<file path="src/rtl/input_capture_unit.sv">
// -----------------------------------------------------------------------------
// input_capture_unit
//
// Captures the live time-base counter into ccr_o on selected edges of an
// asynchronous timer input (or on a software request). It also maintains the
// sticky capture and overcapture flags.
//
// Optional feature macro: IC_FILTER_EN
//   defined   -> digital filter of length icf_i between synchronizer and
//                edge detector
//   undefined -> no filter hardware, icf_i ignored
//
// Ports
//   clk_i       single clock, rising edge
//   reset_i     synchronous active-high reset
//   cnt_i       live counter value (CNT_WIDTH)
//   ti_i        external timer input, asynchronous to clk_i
//   cce_i       capture enable
//   ccp_i       edge select: 00 rise, 01 fall, 11 both, 10 rise
//   icps_i      event prescaler: capture every 1/2/4/8 qualified edges
//   icf_i       filter length N (IC_FILTER_EN only)
//   ccg_i       software capture request pulse
//   ccif_clr_i  capture flag clear pulse
//   ccof_clr_i  overcapture flag clear pulse
//   ccr_o       captured counter value
//   ccif_o      sticky capture flag
//   ccof_o      sticky overcapture flag
//   capture_o   one-cycle pulse per capture
// -----------------------------------------------------------------------------
module input_capture_unit #(
  parameter int CNT_WIDTH = 32
) (
  input  logic                 clk_i,
  input  logic                 reset_i,
  input  logic [CNT_WIDTH-1:0] cnt_i,
  input  logic                 ti_i,
  input  logic                 cce_i,
  input  logic [1:0]           ccp_i,
  input  logic [1:0]           icps_i,
  input  logic [3:0]           icf_i,
  input  logic                 ccg_i,
  input  logic                 ccif_clr_i,
  input  logic                 ccof_clr_i,
  output logic [CNT_WIDTH-1:0] ccr_o,
  output logic                 ccif_o,
  output logic                 ccof_o,
  output logic                 capture_o
);

  logic       sync_p0;
  logic       sync_p1;
  logic       lvl;
  logic       lvl_prev_p2;
  logic       rise;
  logic       fall;
  logic       qual;
  logic       cap;
  logic [2:0] psc_cnt;
  logic [2:0] psc_nxt;
  logic [2:0] div_m1;

  // Qualify an edge according to the edge-select field (10 behaves as 00).
  function automatic logic edge_qual(input logic [1:0] sel,
                                     input logic       r,
                                     input logic       f);
    case (sel)
      2'b01:   return f;
      2'b11:   return r | f;
      default: return r;
    endcase
  endfunction

  // Prescaler terminal value: divisor-1 for divisors 1/2/4/8.
  function automatic logic [2:0] psc_limit(input logic [1:0] ps);
    case (ps)
      2'b00:   return 3'd0;
      2'b01:   return 3'd1;
      2'b10:   return 3'd3;
      default: return 3'd7;
    endcase
  endfunction

  // ---- stage p0/p1: two-flop synchronizer for the asynchronous input ----
  always_ff @(posedge clk_i) begin
    if (reset_i) begin
      sync_p0 <= 1'b0;
      sync_p1 <= 1'b0;
    end else begin
      sync_p0 <= ti_i;
      sync_p1 <= sync_p0;
    end
  end

`ifdef IC_FILTER_EN
  // ---- filter: level follows sync_p1 only after N stable mismatching cycles ----
  logic       flt_lvl;
  logic [3:0] flt_cnt;

  always_ff @(posedge clk_i) begin
    if (reset_i) begin
      flt_lvl <= 1'b0;
      flt_cnt <= 4'd0;
    end else if (icf_i == 4'd0) begin
      // Track the input so that re-enabling the filter starts from a clean state.
      flt_lvl <= sync_p1;
      flt_cnt <= 4'd0;
    end else if (sync_p1 == flt_lvl) begin
      flt_cnt <= 4'd0;
    end else if (flt_cnt == icf_i - 4'd1) begin
      flt_lvl <= sync_p1;
      flt_cnt <= 4'd0;
    end else begin
      flt_cnt <= flt_cnt + 4'd1;
    end
  end

  assign lvl = (icf_i == 4'd0) ? sync_p1 : flt_lvl;
`else
  logic unused_icf;
  assign unused_icf = ^icf_i;
  assign lvl        = sync_p1;
`endif

  always_comb begin
    rise    = lvl & ~lvl_prev_p2;
    fall    = ~lvl & lvl_prev_p2;
    qual    = edge_qual(ccp_i, rise, fall);
    div_m1  = psc_limit(icps_i);
    cap     = 1'b0;
    psc_nxt = psc_cnt;
    if (!cce_i) begin
      psc_nxt = 3'd0;
    end else if (ccg_i) begin
      // Software request wins and absorbs any coincident hardware edge.
      cap     = 1'b1;
      psc_nxt = 3'd0;
    end else if (qual) begin
      // ">=" lets a shrunk divisor capture on the very next qualified edge.
      if (psc_cnt >= div_m1) begin
        cap     = 1'b1;
        psc_nxt = 3'd0;
      end else begin
        psc_nxt = psc_cnt + 3'd1;
      end
    end
  end

  // ---- stage p2: previous level, prescaler, capture register and flags ----
  always_ff @(posedge clk_i) begin
    if (reset_i) begin
      lvl_prev_p2 <= 1'b0;
      psc_cnt     <= 3'd0;
      capture_o   <= 1'b0;
      ccr_o       <= '0;
      ccif_o      <= 1'b0;
      ccof_o      <= 1'b0;
    end else begin
      lvl_prev_p2 <= lvl;
      psc_cnt     <= psc_nxt;
      capture_o   <= cap;
      if (cap) begin
        ccr_o <= cnt_i;
      end
      // Set beats clear on both flags.
      if (cap) begin
        ccif_o <= 1'b1;
      end else if (ccif_clr_i) begin
        ccif_o <= 1'b0;
      end
      if (cap && ccif_o && !ccif_clr_i) begin
        ccof_o <= 1'b1;
      end else if (ccof_clr_i) begin
        ccof_o <= 1'b0;
      end
    end
  end

endmodule

</file>
<file path="config.mk">
export PLATFORM = sky130hd
export DESIGN_NAME = input_capture_unit
export DESIGN_NICKNAME = d
export VERILOG_FILES = /design/src/rtl/input_capture_unit.sv
export SDC_FILE = /design/constraint.sdc
export NUM_CORES = 1
export LEC_CHECK = 0
export CAP_MARGIN = 0
export CELL_PAD_IN_SITES_DETAIL_PLACEMENT = 1
export CELL_PAD_IN_SITES_GLOBAL_PLACEMENT = 1
export CORE_MARGIN = 1
export CORE_UTILIZATION = 31
export DETAILED_ROUTE_END_ITERATION = 8
export PLACE_DENSITY = 0.89
export SYNTH_ARGS = -nofsm -noshare
export SYNTH_HDL_FRONTEND = slang
export SYNTH_SLANG_ARGS = --single-unit
export TNS_END_PERCENT = 100
</file>
<file path="constraint.sdc">
create_clock -name clk_i -period 5.27 [get_ports clk_i]
set_clock_uncertainty 0.05 [all_clocks]
set_input_delay 1.054 -clock clk_i [delete_from_list [all_inputs] [get_ports clk_i]]
set_output_delay 1.054 -clock clk_i [all_outputs]
set_load 0.005 [all_outputs]
</file>
After elaboration in Yosys (flattened, before gate mapping)
Cells that the tools add are included.
{ "totals": {"register_bits": 41, "input_bits": 47, "word_cells": 38} }
{ "op_classes": {"n_eq_ne": 4, "reduce_logical": 7, "muxes": 11, "n_lt_le_gt_ge": 1, "add_sub_neg": 1, "bitwise_logic": 6} }
{ "ops": {"columns": ["op", "n"], "rows": [
  ["case mux 3 bit (3 select lines)", 1],
  ["2-to-1 mux 1 bit", 8],
  ["== test 2 x 1 -> 1 bit, second input constant", 2],
  ["== test 2 bit, second input constant", 2],
  ["nonzero test 2 bit", 2],
  ["adder 3 x 1 -> 3 bit, second input constant", 1],
  [">= comparator 3 bit", 1],
  ["2-to-1 mux 3 bit", 1],
  ["NOT 1 bit", 3],
  ["OR reduction 3 bit", 1],
  ["AND 1 bit", 2],
  ["logical AND 1 bit", 2],
  ["logical NOT 2 bit", 1],
  ["case mux 1 bit (2 select lines)", 1],
  ["logical NOT 1 bit", 1],
  ["OR 1 bit", 1]
]} }

Longest topological paths before layout
{ "depth": {"ltp_word": 10, "ltp_mapped": 8, "ltp_nobuf": 6} }

Least setup slack after synthesis
No wires, ideal clock.
{ "synth_path": {"path_kind": "input -> register", "startpoint": "input icps_i[1]", "endpoint": "register ccr_o[0]", "required_time_ns": 5.148, "arrival_time_ns": 2.546, "n_path_buf": 2, "setup_slack_ns": 2.603, "stages": 8, "path_cell_list": "or2_2 -> ha_1 -> nor3b_1 -> o21a_1 -> nor3b_1 -> buf_6 -> buf_6 -> mux2i_1"} }
{ "synth_between": {"elab_chain_cells": 7, "elab_cells_between_ends": 9, "classes_between": "order compare (1); eq/ne (2); mux (5); reduce/logical (1)"} }
{ "synth_lines": {"columns": ["element", "line_no", "source"], "rows": [
  ["from (decl)", "39", "input logic [1:0] icps_i,"],
  ["== test 2 bit, or another cell as far along", "75", "case (ps)"],
  ["case mux 3 bit (3 select lines) *", "75", null],
  [">= comparator 3 bit *", "139", "if (psc_cnt >= div_m1) begin"],
  ["2-to-1 mux 1 bit *", "139", null],
  ["2-to-1 mux 1 bit *", "137", "end else if (qual) begin"],
  ["2-to-1 mux 1 bit *", "133", "end else if (ccg_i) begin"],
  ["2-to-1 mux 1 bit *", "131", "if (!cce_i) begin"],
  ["to (signal assigned)", "162", "ccr_o <= cnt_i;"],
  ["to (decl)", "44", "output logic [CNT_WIDTH-1:0] ccr_o,"]
]} }
Every way passes the cells marked *; elsewhere a longest branch is shown, timed or not.
A chain may end at the register's enable or synchronous reset.

Worst setup path in the final report
{ "layout_path": {"startpoint": "input icps_i[1]", "endpoint": "register ccr_o[30]"} }
Same word-level chain as after synthesis.

==> results.md <==
- The final-report hold violation count is 0.
- The number of top-level design ports is 82.
- The worst slew slack as a fraction of its limit is 31.0%.
- The arrival time reported for the critical path endpoint is 3.16 ns.
- The synthesized netlist contains 23 unique library cells.
- Max-cap violations in this run came to 0.
- For the worst-skew pair, the clock arrives at the later sink with an insertion delay of 0.28 ns.
- The synthesized flop and latch total is 41.
- The kind of critical path is in -> reg.
- The power density normalized to cell area is 252 nW/µm².
- Detailed placement ended at an HPWL of 3150 µm.
- The initialized floorplan defines 26 standard-cell rows.
- The total of buffers placed on input and output ports is 77.
- In the final layout, the share of cells above drive strength 1 is 5.68%.
- The number of optimization iterations in the first detailed-route pass is 4.
- The most frequently used flop master after synthesis is dfxtp_1.
- The worst setup path is captured at a flop.
- The commonest cells after synthesis are 66 x nand2_1, 41 x dfxtp_1, 33 x mux2i_1.
- Dividing the detail-routed via count by the number of cells gives 4.46.
- Summing all placed instances gives a cell area of 2540 µm².
- The number of levels in the clock H-tree is 2.
- The number of clock sinks seen by CTS is 41.
- The count of unresolved DRC violations after routing is 0.
- Total power for the finished layout comes to 0.000666 W.
- The worst voltage drop across the vdd grid is 101 µV.
- TritonCTS built the clock tree.
- The Yosys step of the flow raised 0 warnings.
- Walking the worst path, the cells encountered are clkdlybuf4s50_1 > or2_2 > ha_1 > nor3b_1 > o21a_1 > nor3b_2 > buf_4 > mux2i_1.
- The remaining number of nets flagged by the antenna check after routing is 0.
- The number of buffers inserted to repair setup after CTS is 0.
- In this run, post-CTS hold repair placed 0 buffers.
- The share of the clock period used by the worst path is 56.9%.
- The fraction of the yosys area taken by sequential cells is 47.4%.
- The number of global-route vias before repair is 1591.
- The core region is 5240 µm².
- The classification of the worst-slack hold path is reg -> reg.
- The largest incremental delay on the critical path is 0.44 ns.
- The maximum fanout along the worst path is 19.
- The final standard cell count with taps included and fillers excluded is 334.
- The number of antenna violations at the first check in global routing is 0.
- The tree is rooted in a clkbuf_8.
- Setup violations remaining at the end of the flow were counted as 0.
- The detailed router's first-iteration violation count is 25.
- The antenna diode instance count is 0.
- The synthesized area is 1730 µm².
- After layout, the minimum clock period comes to 3.00 ns.
- The max-slew violation total from the final report is 0.
- The die outline width is 76.7 µm.
- The count of cells resized by post-cts repair is 0.
- The die extent in y is 76.7 µm.
- The synthesized area per cell is 9.21 µm².
- After routing the design area is 2640 µm².
- The achievable frequency is 333 MHz.
- The setup slack after layout is 2.27 ns.
- The first-pass GRT wire length is 7220 µm.
- The transition time at the pin with the least slew margin is 1.03 ns.
- The initial utilization of the core area, before any placement, comes to 33.1%.
- The filler cells instantiated in the layout total 604.
- The final wirelength is 4240 µm.
- The buffer depth of the longest clock path is 2.
- The routability-driven placement congestion ratio is 0.699.
- The fraction of registers with async set or reset after synthesis is 0%.
- Synthesis produced a netlist with a net count of 241.
- The final route contains 1488 vias.
- STA puts the critical path data required time at 5.43 ns.
- The cell taking the most area after synthesis is dfxtp_1.
- The signed area change from the synthesized netlist to the final layout is 52.5%.
- The number of clock buffers added by TritonCTS is 5.
- The net count of the finished layout is 316.
- The number of enable-type register cells in the synthesized netlist is 0.
- Ranked by total cell area, the synthesized netlist is headed by dfxtp_1 47%, mux2i_1 19%, nand2_1 14%.
- The number of placed instances, taps included is 326.
- At the placement stage, the worst setup path has a slack of 1.94 ns.
- The share of synthesized area in the top cell type comes to 47.4%.
- The summed negative setup slack over all endpoints is 0 ns.
- After technology mapping, the gate count stands at 188.
- The clock-pin slew on the worst setup and hold paths is 0.08 ns.
- The maximum number of pins on one net before global-route repair is 69.
- The global route total overflow is 0.
- STA classifies the critical path startpoint as a primary input.
- The leakage power is 1.01 nW.
- The overall routing resource usage is 15.3%.
- The flow ran to the end, and the final reports show no timing, DRC or antenna violations.
- Setup repair after global routing left no endpoint under its margin.
- For this design, the slowest cell found on the critical path is clkdlybuf4s50_1.
- The detailed-route wire length per cell is 12.7 µm.
- The most common cell in the synthesized netlist is nand2_1.
- The floorplan step defined a die boundary enclosing 5890 µm².
worst max-delay path: cells and delay by family:
kind                     cells  cell delay, ns
buffers and inverters        2            0.78
AND/OR/NAND/NOR              3            0.58
adder cells (fa/ha/maj)      1            0.27
multiplexers                 1            0.24
AO/OA/AOI/OAI                1            0.21
registers in the layout, indices dropped and copies added (netlist names):
signal       count
psc_cnt          3
lvl              1
ccif_o           1
capture_o        1
ccr_o           32
ccof_o           1
lvl_prev_p2      1
sync_p0          1
final cells by class:
type	count	area [µm²]	area share, %
Clock buffer	7	96.3	3.65
Inverter	6	22.5	0.853
Timing Repair Buffer	79	786	29.8
Sequential cell	41	821	31.1
Multi-Input combinational cell	130	822	31.1
Clock inverter	1	5.00	0.190
Tap cell	70	87.6	3.32
through the flow:
step / utilization [%] / hold slack [ns]
detailed placement: 48.5 / 0.382
global route: 50.4 / 0.409
floorplan: - / 0.364
finish: 50.4 / 0.393
CTS: 50.4 / 0.401
global placement: 48.5 / 0.375
routing by layer:
layer / global-route usage (%) / vias to the layer above / wire length [µm]
met5: 0 / - / 0
met1: 16.4 / 679 / 1760
met3: 3.81 / 4 / 241
met2: 27.9 / 49 / 2200
li1: - / 756 / -
met4: 6.92 / 0 / 33
path summary, 6_finish.rpt:
| path | start | to | slack, ns | depth (start not counted) |
|---|---|---|---|---|
| worst max-delay path | icps_i[1] | ccr_o[30] | 2.27 | 8 |
| worst min-delay path | sync_p0 | lvl | 0.39 | 1 |
| worst max register to register | lvl | ccof_o | 3.36 | 7 |
| worst min register to register | sync_p0 | lvl | 0.39 | 1 |
power breakdown:
part	switching (W)	internal [W]	leakage (nW)
sequential	0.00000708	0.000324	0.334
combinational	0.0000418	0.0000690	0.622
clock	0.000105	0.000118	0.0542
cell usage in the layout (no fill, tap or decap):
master | netlist | final
clkbuf_8 | 0 | 7
ha_1 | 6 | 6
o21ai_0 | 2 | 2
mux2i_1 | 33 | 33
nor2_1 | 4 | 4
a31o_2 | 1 | 1
o211ai_1 | 1 | 1
nand2_1 | 66 | 66
xnor2_1 | 1 | 1
or3_1 | 1 | 1
a31oi_1 | 1 | 1
a311oi_2 | 1 | 1
inv_1 | 5 | 5
inv_2 | 1 | 1
nor3b_2 | 0 | 1
clkdlybuf4s50_1 | 0 | 77
nor2b_1 | 4 | 4
clkinv_2 | 0 | 1
and2_1 | 1 | 1
nor3b_1 | 3 | 2
or2_2 | 1 | 1
o21a_1 | 2 | 2
dfxtp_1 | 41 | 41
or2_1 | 1 | 1
a21oi_1 | 1 | 1
buf_4 | 0 | 2
cells by family after synthesis:
logic type               count (synthesis)  share of synthesized area, %
XOR/XNOR                                 1                         0.506
flip-flops                              41                          47.4
multiplexers                            33                          19.1
buffers and inverters                   17                          5.42
AO/OA/AOI/OAI                            9                          3.90
AND/OR/NAND/NOR                         81                          19.4
adder cells (fa/ha/maj)                  6                          4.34
No activity file was read; power rests on OpenSTA's default activity.
